`config.mk`:
```
export PLATFORM = sky130hd
export DESIGN_NAME = collision_monitor_flat
export DESIGN_NICKNAME = d
export VERILOG_FILES = /design/src/rtl/collision_monitor_if.sv /design/src/rtl/collision_monitor.sv /design/src/flat_wrapper.sv
export SDC_FILE = /design/constraint.sdc
export NUM_CORES = 1
export LEC_CHECK = 0
export CAP_MARGIN = 15
export CELL_PAD_IN_SITES_DETAIL_PLACEMENT = 0
export CELL_PAD_IN_SITES_GLOBAL_PLACEMENT = 1
export CORE_MARGIN = 4
export CORE_UTILIZATION = 35
export CTS_BUF_LIST = sky130_fd_sc_hd__clkbuf_2 sky130_fd_sc_hd__clkbuf_4 sky130_fd_sc_hd__clkbuf_8
export DETAILED_ROUTE_END_ITERATION = 10
export GPL_TIMING_DRIVEN = 0
export HOLD_SLACK_MARGIN = 0.06
export PLACE_DENSITY = 0.79
export SKIP_LAST_GASP = 1
export SYNTH_ARGS = -nofsm -noshare
export SYNTH_HDL_FRONTEND = slang
export SYNTH_SLANG_ARGS = --single-unit
export TNS_END_PERCENT = 5
```
`constraint.sdc`:
```
create_clock -name clk -period 3.5 [get_ports clk]
set_input_delay 0.525 -clock clk [delete_from_list [all_inputs] [get_ports clk]]
set_output_delay 0.525 -clock clk [all_outputs]
set_load 0.005 [all_outputs]
```
`src/rtl/collision_monitor_if.sv`:
```
//------------------------------------------------------------------------------
// Module   : collision_monitor_if
// Brief    : Bus bundle between object-position logic and the collision monitor.
// Revision : 1.0 - initial release
//------------------------------------------------------------------------------
`default_nettype none

interface collision_monitor_if #(
    parameter int W      = 10,
    parameter int N_OBST = 4,
    parameter int IDX_W  = 2
);
    logic                  frame_tick;
    logic                  start;
    logic [W-1:0]          dino_x;
    logic [W-1:0]          dino_y;
    logic [N_OBST*W-1:0]   obst_x;
    logic [N_OBST*W-1:0]   obst_y;
    logic [N_OBST-1:0]     obst_valid;
    logic [N_OBST-1:0]     hit_mask;
    logic                  hit_any;
    logic                  running;
    logic                  game_over;
    logic [IDX_W-1:0]      hit_idx;

    modport master (
        output frame_tick, start, dino_x, dino_y, obst_x, obst_y, obst_valid,
        input  hit_mask, hit_any, running, game_over, hit_idx
    );

    modport slave (
        input  frame_tick, start, dino_x, dino_y, obst_x, obst_y, obst_valid,
        output hit_mask, hit_any, running, game_over, hit_idx
    );
endinterface

`default_nettype wire

```
`src/rtl/collision_monitor.sv`:
```
//------------------------------------------------------------------------------
// Module   : collision_monitor
// Brief    : Multi-obstacle box-overlap check with persistence filter and
//            latched game over. Optional start-of-run grace: COLLIDE_GRACE_EN.
// Revision : 1.0 - initial release
//------------------------------------------------------------------------------
`default_nettype none

module collision_monitor #(
    parameter int W            = 10,
    parameter int N_OBST       = 4,
    parameter int IDX_W        = 2,
    parameter int DINO_HW      = 20,
    parameter int DINO_HH      = 25,
    parameter int OBST_HW      = 10,
    parameter int OBST_HH      = 20,
    parameter int HIT_FRAMES   = 2,
    parameter int GRACE_FRAMES = 30
) (
    input  logic                  clk,
    input  logic                  restart,
    collision_monitor_if.slave    bus
);

    localparam logic [1:0] c_ST_IDLE = 2'd0;
    localparam logic [1:0] c_ST_RUN  = 2'd1;
    localparam logic [1:0] c_ST_OVER = 2'd2;

    localparam int             c_CNT_W      = $clog2(HIT_FRAMES) + 1;
    localparam logic [c_CNT_W-1:0] c_HIT_FRAMES = c_CNT_W'(HIT_FRAMES);
    localparam logic [W:0]     c_TH_X       = (W+1)'(DINO_HW + OBST_HW);
    localparam logic [W:0]     c_TH_Y       = (W+1)'(DINO_HH + OBST_HH);

    generate
        if (HIT_FRAMES < 1 || GRACE_FRAMES < 0 || N_OBST < 1 || N_OBST > 8 ||
            IDX_W < 1 || IDX_W < $clog2(N_OBST)) begin : g_param_check
            $error("collision_monitor: illegal parameter combination");
        end
    endgenerate

    logic [1:0]          r_state;
    logic [1:0]          w_state_nxt;
    logic [c_CNT_W-1:0]  r_hit_cnt;
    logic [c_CNT_W-1:0]  w_hit_cnt_nxt;
    logic [c_CNT_W-1:0]  w_hit_cnt_inc;
    logic [IDX_W-1:0]    r_hit_idx;
    logic [IDX_W-1:0]    w_hit_idx_nxt;
    logic [IDX_W-1:0]    w_low_idx;
    logic [N_OBST-1:0]   r_hit_mask;
    logic                r_hit_any;
    logic [N_OBST-1:0]   w_hit;
    logic                w_in_grace;

    // Per-channel overlap: |a-b| in W+1-bit signed so no coordinate pair wraps.
    generate
        for (genvar k = 0; k < N_OBST; k++) begin : g_chan
            logic signed [W:0] w_dx_s;
            logic signed [W:0] w_dy_s;
            logic [W:0]        w_adx;
            logic [W:0]        w_ady;

            assign w_dx_s   = $signed({1'b0, bus.dino_x}) - $signed({1'b0, bus.obst_x[k*W +: W]});
            assign w_dy_s   = $signed({1'b0, bus.dino_y}) - $signed({1'b0, bus.obst_y[k*W +: W]});
            assign w_adx    = (w_dx_s < 0) ? -w_dx_s : w_dx_s;
            assign w_ady    = (w_dy_s < 0) ? -w_dy_s : w_dy_s;
            assign w_hit[k] = bus.obst_valid[k] && (w_adx < c_TH_X) && (w_ady < c_TH_Y);
        end
    endgenerate

    always_ff @(posedge clk) begin
        if (restart) begin
            r_hit_mask <= '0;
            r_hit_any  <= 1'b0;
        end else begin
            r_hit_mask <= w_hit;
            r_hit_any  <= |w_hit;
        end
    end

    // Scan downward so the lowest set channel is the one left standing.
    always_comb begin
        w_low_idx = '0;
        for (int i = N_OBST - 1; i >= 0; i--) begin
            if (r_hit_mask[i]) begin
                w_low_idx = IDX_W'(i);
            end
        end
    end

    assign w_hit_cnt_inc = (r_hit_cnt == '1) ? r_hit_cnt : r_hit_cnt + 1'b1;

`ifdef COLLIDE_GRACE_EN
    localparam int c_GRACE_W = (GRACE_FRAMES > 0) ? $clog2(GRACE_FRAMES + 1) : 1;

    logic [c_GRACE_W-1:0] r_grace;
    logic [c_GRACE_W-1:0] w_grace_nxt;

    assign w_in_grace = (r_grace != '0);

    always_comb begin
        w_grace_nxt = r_grace;
        if (r_state == c_ST_IDLE && bus.start) begin
            w_grace_nxt = c_GRACE_W'(GRACE_FRAMES);
        end else if (r_state == c_ST_RUN && bus.frame_tick && w_in_grace) begin
            w_grace_nxt = r_grace - 1'b1;
        end
    end

    always_ff @(posedge clk) begin
        if (restart) begin
            r_grace <= '0;
        end else begin
            r_grace <= w_grace_nxt;
        end
    end
`else
    assign w_in_grace = 1'b0;
`endif

    always_comb begin
        w_state_nxt   = r_state;
        w_hit_cnt_nxt = r_hit_cnt;
        w_hit_idx_nxt = r_hit_idx;
        case (r_state)
            c_ST_IDLE: begin
                if (bus.start) begin
                    w_state_nxt   = c_ST_RUN;
                    w_hit_cnt_nxt = '0;
                end
            end
            c_ST_RUN: begin
                // Only the overlap sampled on a frame tick advances the filter.
                if (bus.frame_tick) begin
                    if (w_in_grace) begin
                        w_hit_cnt_nxt = '0;
                    end else if (r_hit_any) begin
                        w_hit_cnt_nxt = w_hit_cnt_inc;
                        if (w_hit_cnt_inc == c_HIT_FRAMES) begin
                            w_state_nxt   = c_ST_OVER;
                            w_hit_idx_nxt = w_low_idx;
                        end
                    end else begin
                        w_hit_cnt_nxt = '0;
                    end
                end
            end
            c_ST_OVER: begin
                w_state_nxt = c_ST_OVER;
            end
            default: begin
                w_state_nxt = c_ST_IDLE;
            end
        endcase
    end

    always_ff @(posedge clk) begin
        if (restart) begin
            r_state   <= c_ST_IDLE;
            r_hit_cnt <= '0;
            r_hit_idx <= '0;
        end else begin
            r_state   <= w_state_nxt;
            r_hit_cnt <= w_hit_cnt_nxt;
            r_hit_idx <= w_hit_idx_nxt;
        end
    end

    assign bus.hit_mask  = r_hit_mask;
    assign bus.hit_any   = r_hit_any;
    assign bus.running   = (r_state == c_ST_RUN);
    assign bus.game_over = (r_state == c_ST_OVER);
    assign bus.hit_idx   = r_hit_idx;

endmodule

`default_nettype wire

```
`src/flat_wrapper.sv`:
```
// flat-port wrapper written by rule: the top's interface ports become plain ports
module collision_monitor_flat 
#(
    parameter int W            = 10,
    parameter int N_OBST       = 4,
    parameter int IDX_W        = 2,
    parameter int DINO_HW      = 20,
    parameter int DINO_HH      = 25,
    parameter int OBST_HW      = 10,
    parameter int OBST_HH      = 20,
    parameter int HIT_FRAMES   = 2,
    parameter int GRACE_FRAMES = 30
)
  (clk, restart, bus_frame_tick, bus_start, bus_dino_x, bus_dino_y, bus_obst_x, bus_obst_y, bus_obst_valid, bus_hit_mask, bus_hit_any, bus_running, bus_game_over, bus_hit_idx);
  collision_monitor_if #(.W(W), .N_OBST(N_OBST), .IDX_W(IDX_W)) bus_i ();
  input  logic clk;
  input  logic restart;
  input wire logic [$bits(bus_i.frame_tick)-1:0] bus_frame_tick;
  input wire logic [$bits(bus_i.start)-1:0] bus_start;
  input wire logic [$bits(bus_i.dino_x)-1:0] bus_dino_x;
  input wire logic [$bits(bus_i.dino_y)-1:0] bus_dino_y;
  input wire logic [$bits(bus_i.obst_x)-1:0] bus_obst_x;
  input wire logic [$bits(bus_i.obst_y)-1:0] bus_obst_y;
  input wire logic [$bits(bus_i.obst_valid)-1:0] bus_obst_valid;
  output wire logic [$bits(bus_i.hit_mask)-1:0] bus_hit_mask;
  output wire logic [$bits(bus_i.hit_any)-1:0] bus_hit_any;
  output wire logic [$bits(bus_i.running)-1:0] bus_running;
  output wire logic [$bits(bus_i.game_over)-1:0] bus_game_over;
  output wire logic [$bits(bus_i.hit_idx)-1:0] bus_hit_idx;
  assign bus_i.frame_tick = bus_frame_tick;
  assign bus_i.start = bus_start;
  assign bus_i.dino_x = bus_dino_x;
  assign bus_i.dino_y = bus_dino_y;
  assign bus_i.obst_x = bus_obst_x;
  assign bus_i.obst_y = bus_obst_y;
  assign bus_i.obst_valid = bus_obst_valid;
  assign bus_hit_mask = bus_i.hit_mask;
  assign bus_hit_any = bus_i.hit_any;
  assign bus_running = bus_i.running;
  assign bus_game_over = bus_i.game_over;
  assign bus_hit_idx = bus_i.hit_idx;
  collision_monitor #(.W(W), .N_OBST(N_OBST), .IDX_W(IDX_W), .DINO_HW(DINO_HW), .DINO_HH(DINO_HH), .OBST_HW(OBST_HW), .OBST_HH(OBST_HH), .HIT_FRAMES(HIT_FRAMES), .GRACE_FRAMES(GRACE_FRAMES)) u_core (.clk(clk), .restart(restart), .bus(bus_i));
endmodule
```
# ---- Word level (Yosys, flattened, before mapping)
# Cells that the tools add are included.
dict set report word_totals {
  output_inout_bits 9
  in_bits 108
  wordCells 82
  ff_bits 11
}
dict set report classes {
  eq_ne 8
  order_cmp 16
  add_sub_neg 17
  reduce_logical 14
  n_mux 22
}
# operator count
set op_table {}
lappend op_table {{$lt 11x1->1 const B} 8}
lappend op_table {{$mux 11} 8}
lappend op_table {{$neg 11->11} 8}
lappend op_table {{$sub 10x10->11} 8}
lappend op_table {{$lt 11x5->1 const B} 4}
lappend op_table {{$lt 11x6->1 const B} 4}
lappend op_table {{$mux 2} 12}
lappend op_table {{$logic_and 1x1->1} 8}
lappend op_table {{$reduce_and 4->1} 2}
lappend op_table {{$eq 2x2->1 const B} 3}
lappend op_table {{$pmux 2 s3} 1}
lappend op_table {{$ne 2x1->1 const B} 2}
lappend op_table {{$ne 2x2->1 const B} 2}
lappend op_table {{$pmux 2 s2} 1}
lappend op_table {{$reduce_or 4->1} 1}
lappend op_table {{$reduce_and 3->1} 1}
lappend op_table {{$add 2x1->2 const B} 1}
lappend op_table {{$eq 2x1->1 const B} 1}
lappend op_table {{$logic_not 2->1} 1}
lappend op_table {{$reduce_bool 2->1} 1}

# ---- Depth between registers and ports, before layout
dict set report logic_depth {
  word_depth 7
  depth_mapped 15
  ltp_nobuf 15
}

# ---- Least setup slack after synthesis
# No wires, ideal clock.
dict set report synth_timing {
  path_type {input to register}
  startpoint {input bus_dino_x[0]}
  endpoint {register u_core.r_hit_any, in the netlist u_core.bus.hit_any}
  required_time_ns 3.423
  path_stages 14
  setup_time_ns 0.077
  slack_ns 0.169
  path_buffers 0
  t_arrival_ns 3.254
  cell_sequence {inv_1 > ha_1 > inv_1 > fa_1 > a211oi_1 > nor2_1 > xnor2_1 > or3_1 > nand2b_4 > o32ai_2 > a41oi_1 > a2111oi_0 > nand4_1 > a41oi_2}
}
dict set report synth_between {
  elab_chain_cells 7
  word_cells_on_any_way 29
  cone_classes {add/sub: 8; order compare: 8; mux: 4; reduce/logical: 9}
}
# item line_no
set synth_lines {}
lappend synth_lines {{start, declared} flat_wrapper.sv:20} ;# input wire logic [$bits(bus_i.dino_x)-1:0] bus_dino_x;
lappend synth_lines {{$sub 10x10->11} collision_monitor.sv:62} ;# assign w_dx_s = $signed({1'b0, bus.dino_x}) - $signed({1'b0, bus.obst_x[k*W +: W]});
lappend synth_lines {{$neg 11->11 or $lt 11x1->1 (tied branches)} collision_monitor.sv:64} ;# assign w_adx = (w_dx_s < 0) ? -w_dx_s : w_dx_s;
lappend synth_lines {{$mux 11} collision_monitor.sv:64}
lappend synth_lines {{$lt 11x5->1} collision_monitor.sv:66} ;# assign w_hit[k] = bus.obst_valid[k] && (w_adx < c_TH_X) && (w_ady < c_TH_Y);
lappend synth_lines {{$logic_and 1x1->1 (2 in a row)} collision_monitor.sv:66}
lappend synth_lines {{$reduce_or 4->1 *} collision_monitor.sv:76} ;# r_hit_any <= |w_hit;
lappend synth_lines {{end signal, assigned} collision_monitor.sv:76}
lappend synth_lines {{end, declared} collision_monitor.sv:50} ;# logic r_hit_any;
# Every way passes the cells marked *; elsewhere a longest branch is shown, timed or not.
# A chain may end at the register's enable or synchronous reset.

# ---- Final worst setup path
dict set report layout_timing {
  startpoint {input bus_obst_x[21]}
  endpoint {register u_core.r_hit_any, in the netlist u_core.bus.hit_any}
}
dict set report layout_between {
  elab_chain_cells 7
  word_cells_on_any_way 8
  cone_classes {add/sub: 2; order compare: 2; mux: 1; reduce/logical: 3}
}
# item line_no
set layout_lines {}
lappend layout_lines {{start, declared} flat_wrapper.sv:22} ;# input wire logic [$bits(bus_i.obst_x)-1:0] bus_obst_x;
lappend layout_lines {{$sub 10x10->11 *} collision_monitor.sv:62}
lappend layout_lines {{$neg 11->11 or $lt 11x1->1 (tied branches)} collision_monitor.sv:64}
lappend layout_lines {{$mux 11 *} collision_monitor.sv:64}
lappend layout_lines {{$lt 11x5->1 *} collision_monitor.sv:66}
lappend layout_lines {{$logic_and 1x1->1 * (2 in a row)} collision_monitor.sv:66}
lappend layout_lines {{$reduce_or 4->1 *} collision_monitor.sv:76}
# Marked as above.

==> flow_summary.yaml <==
placed_design:
  dp_cells: 1226
  post_dp_cell_area_um2: 7571
  place.gp.congestion: 0.8543
  numPortBuffers: 116
  post-dp-hpwl_um: 14360
  pre_cts_slack_ps: -1009
worst_setup_path:
  reg2reg_depth: 6
  crit_family: "compound AO/OA/AOI/OAI gates"
  crit_path_max_fanout: 2
  cp.buffers_inverters: 3
  cp_cell_sequence: "clkdlybuf4s50_1, inv_1, fa_2, a211oi_4, nor2_2, xnor2_2, or3_4, nand2b_4, o32ai_4, a41oi_2, a2111oi_4, nand4_1, buf_6, a41oi_2"
  worst_path_max_delay_cell: "clkdlybuf4s50_1"
  crit_required_ps: 3660
  startpoint_type: "input port"
  r2r_slack_ps: 2050
  rr_endpoint: "u_core.r_state[0]"
  r2r-start: "u_core.r_state[0]"
  worstSetupPathType: "input port to register"
  worstPathArrival_ps: 3650
  cp_common_cell: "a41oi_2"
  worst_path_largest_cell_delay_ps: 450
  end_kind: "register"
synthesis:
  netlist-cell-type-count: 90
  synthFlopType: "dfxtp_1"
  async_reset_ff_share_pct: 0
  synth_edf_count: 0
  synth_nets: 1092
  yosys_warnings: 0
  synth_cells: 885
  synth.avg_cell_area_um2: 6.925
  syn_area_um2: 6128
  ys_seq_area_share_pct: 3.593
  ys_ff_latch: 11
power:
  intPower_uw: 1045
  power.switching_uw: 992.9
  p_seq_share_pct: 7.1
  p_leak_uw: 0.003697
  sw_frac_of_total_pct: 48.72
  power_density_nw_per_um2: 240.6
  comb_power_share_pct: 86.5
  peakVddDrop_mv: 0.1453
  p_clk_share_pct: 6.4
worst_hold_path:
  hold_class: "register to register"
  holdPathEnd: "u_core.bus.hit_idx[1]"
  hold_start: "u_core.bus.hit_idx[1]"
  hold_path_depth: 2
timing:
  slew_viol_final: 0
  rsz0062_at_grt: "true"
  max_freq_ghz: 0.2864
  holdWs_ps: 488.2
  hold_viol: 0
  min_period_ps: 3491
  setup_ws_ps: 8.898
  worst_pin_slew_ps: 515.9
  fin_skew_ps: 1.317
  final-setup-viol-count: 0
  relSlewSlack_pct: 65.36
  setup-tns-final_ps: 0
  post-route-period-util_pct: 99.75
cells_and_area:
  mostFrequentLayoutCells: "inv_1 (112), clkdlybuf4s50_1 (99), nor2_1 (84)"
  ff_latch_area_um2: 220.2
  antennaDiodeCount: 0
  fillers: 1745
  drive_above_1_share_pct: 16.21
  final_common_cell: "inv_1"
  syn2layout_area_growth_pct: 38.20
  final_area_um2: 8469
  num-nets-final: 1238
  multi_input_area_um2: 5973
  fin_cells: 1255
clock_network:
  clock_latency_ps: 230
  root_buffer: "clkbuf_8"
  cts_tree: "built"
  clk_pin_slew_ps: 50
  cts_made_buffers: 3
  cts_sinks: 11
  htreeDepth: 1
  clk_path_buf_depth: 2
global_route:
  grt_max_degree: 11
  first_global_vias: 6144
  grt_overflow: 0
  antenna_found_initial: 0
  grt_pass1_wl_um: 28990
  track_usage_pct: 17.12
floorplanning:
  die_w_um: 140.3
  die-area_um2: 19690
  die_height_um: 140.3
  start_util_pct: 35.55
  io_pins: 117
  fp-row-count: 48
  fp.coreArea_um2: 17240
drt:
  drtPass1Iterations: 5
  ant_nets: 0
  finalWirelength_um: 18080
  viasPerCell: 5.253
  vias: 6593
  first_iter_violations: 304
  detail_route.wl_per_cell_um: 14.41
  drc: 0
run_status:
  status: "finished, final reports clean"
flow_run:
  cap_viol_max_count: 0
-- synthesized netlist by cell type (7+ instances only) --
library cell	instances	area [µm²]
mux2i_1	16	160.2
nor2b_1	15	93.84
nand3_1	27	135.1
dfxtp_1	11	220.2
a21o_1	20	150.1
xnor2_1	34	297.8
nand2_1	52	195.2
a211oi_1	13	97.59
o21a_1	9	67.56
nor2_1	87	326.6
nor3_1	27	135.1
xor2_1	29	254.0
and3_1	8	50.05
inv_1	118	442.9
o21ai_0	45	225.2
fa_1	8	160.2
nor4_1	7	43.79
a21oi_1	60	300.3
nand4_1	13	81.33
ha_1	91	1139
nand2b_1	12	75.07
o22ai_1	14	87.58
a31oi_1	16	100.1
o211ai_1	11	82.58
clkbuf_1	17	63.81
-- power groups by stage --
stage	combinational, µW	sequential (µW)	clock [µW]
after floorplan	1130	145	0
after global placement	1520	147	0
after detailed placement	1530	147	0
after CTS	1650	145	137
after global routing	1970	146	142
final	1760	145	131
-- routing by layer --
metal	track usage, %	wire [µm]
met1	23.92	8710
met2	29.61	8667
met3	1.161	531
met4	2.295	174
met5	0	0
-- worst reg2reg max path: stages (launching register included) --
cell and delay (ps):
dfxtp_1 350, inv_1 70, ha_1 220, nor2b_1 160
a21oi_1 240, mux2i_1 240, nor2_1 50
-- kinds of logic after synthesis --
logic type / share of synthesized area (%)
compound gates: 29.24
xor+xnor: 9.004
fa+ha+maj: 21.19
buf+inv: 8.554
flops: 3.593
mux: 3.532
simple gates: 24.89
-- worst max-delay path by stage --
stage	to	slack, ps	start	depth (start not counted)
final	u_core.bus.hit_any	9	bus_obst_x[21]	14
after global routing	u_core.bus.hit_any	-130	bus_obst_x[21]	14
after CTS	u_core.bus.hit_any	2	bus_obst_x[12]	13
after detailed placement	u_core.bus.hit_any	-1010	bus_dino_x[0]	15
after global placement	u_core.bus.hit_any	-1040	bus_dino_x[0]	15
after floorplan	u_core.bus.hit_any	170	bus_dino_x[0]	14
-- sequential cells by signal, summed over array words and instances, names as in the netlist --
register             flops
u_core.bus.hit_any       1
u_core.bus.hit_idx       2
u_core.bus.hit_mask      4
u_core.r_hit_cnt         2
u_core.r_state           2
-- stage by stage --
stage	power (µW)	utilization, %
detailed placement	1674	43.92
finish	2038	49.14
global placement	1668	43.92
floorplan	1277	-
CTS	1934	46.86
global route	2253	49.14
-- cell type report --
cell class | instances | area share [%]
multi-input cells | 737 | 70.53
repair buffers | 153 | 17.21
inverters | 118 | 5.318
well taps | 225 | 3.324
flip-flops and latches | 11 | 2.600
clock buffers | 4 | 0.5762
plain buffers | 7 | 0.4432
-- repair_timing --
item,CTS,global route
resized for setup,92,72
hold buffers,0,0
endpoints found under the setup margin,5,5
pin swaps,41,40
buffers inserted,21,16
(Power assumes the default switching activity.)
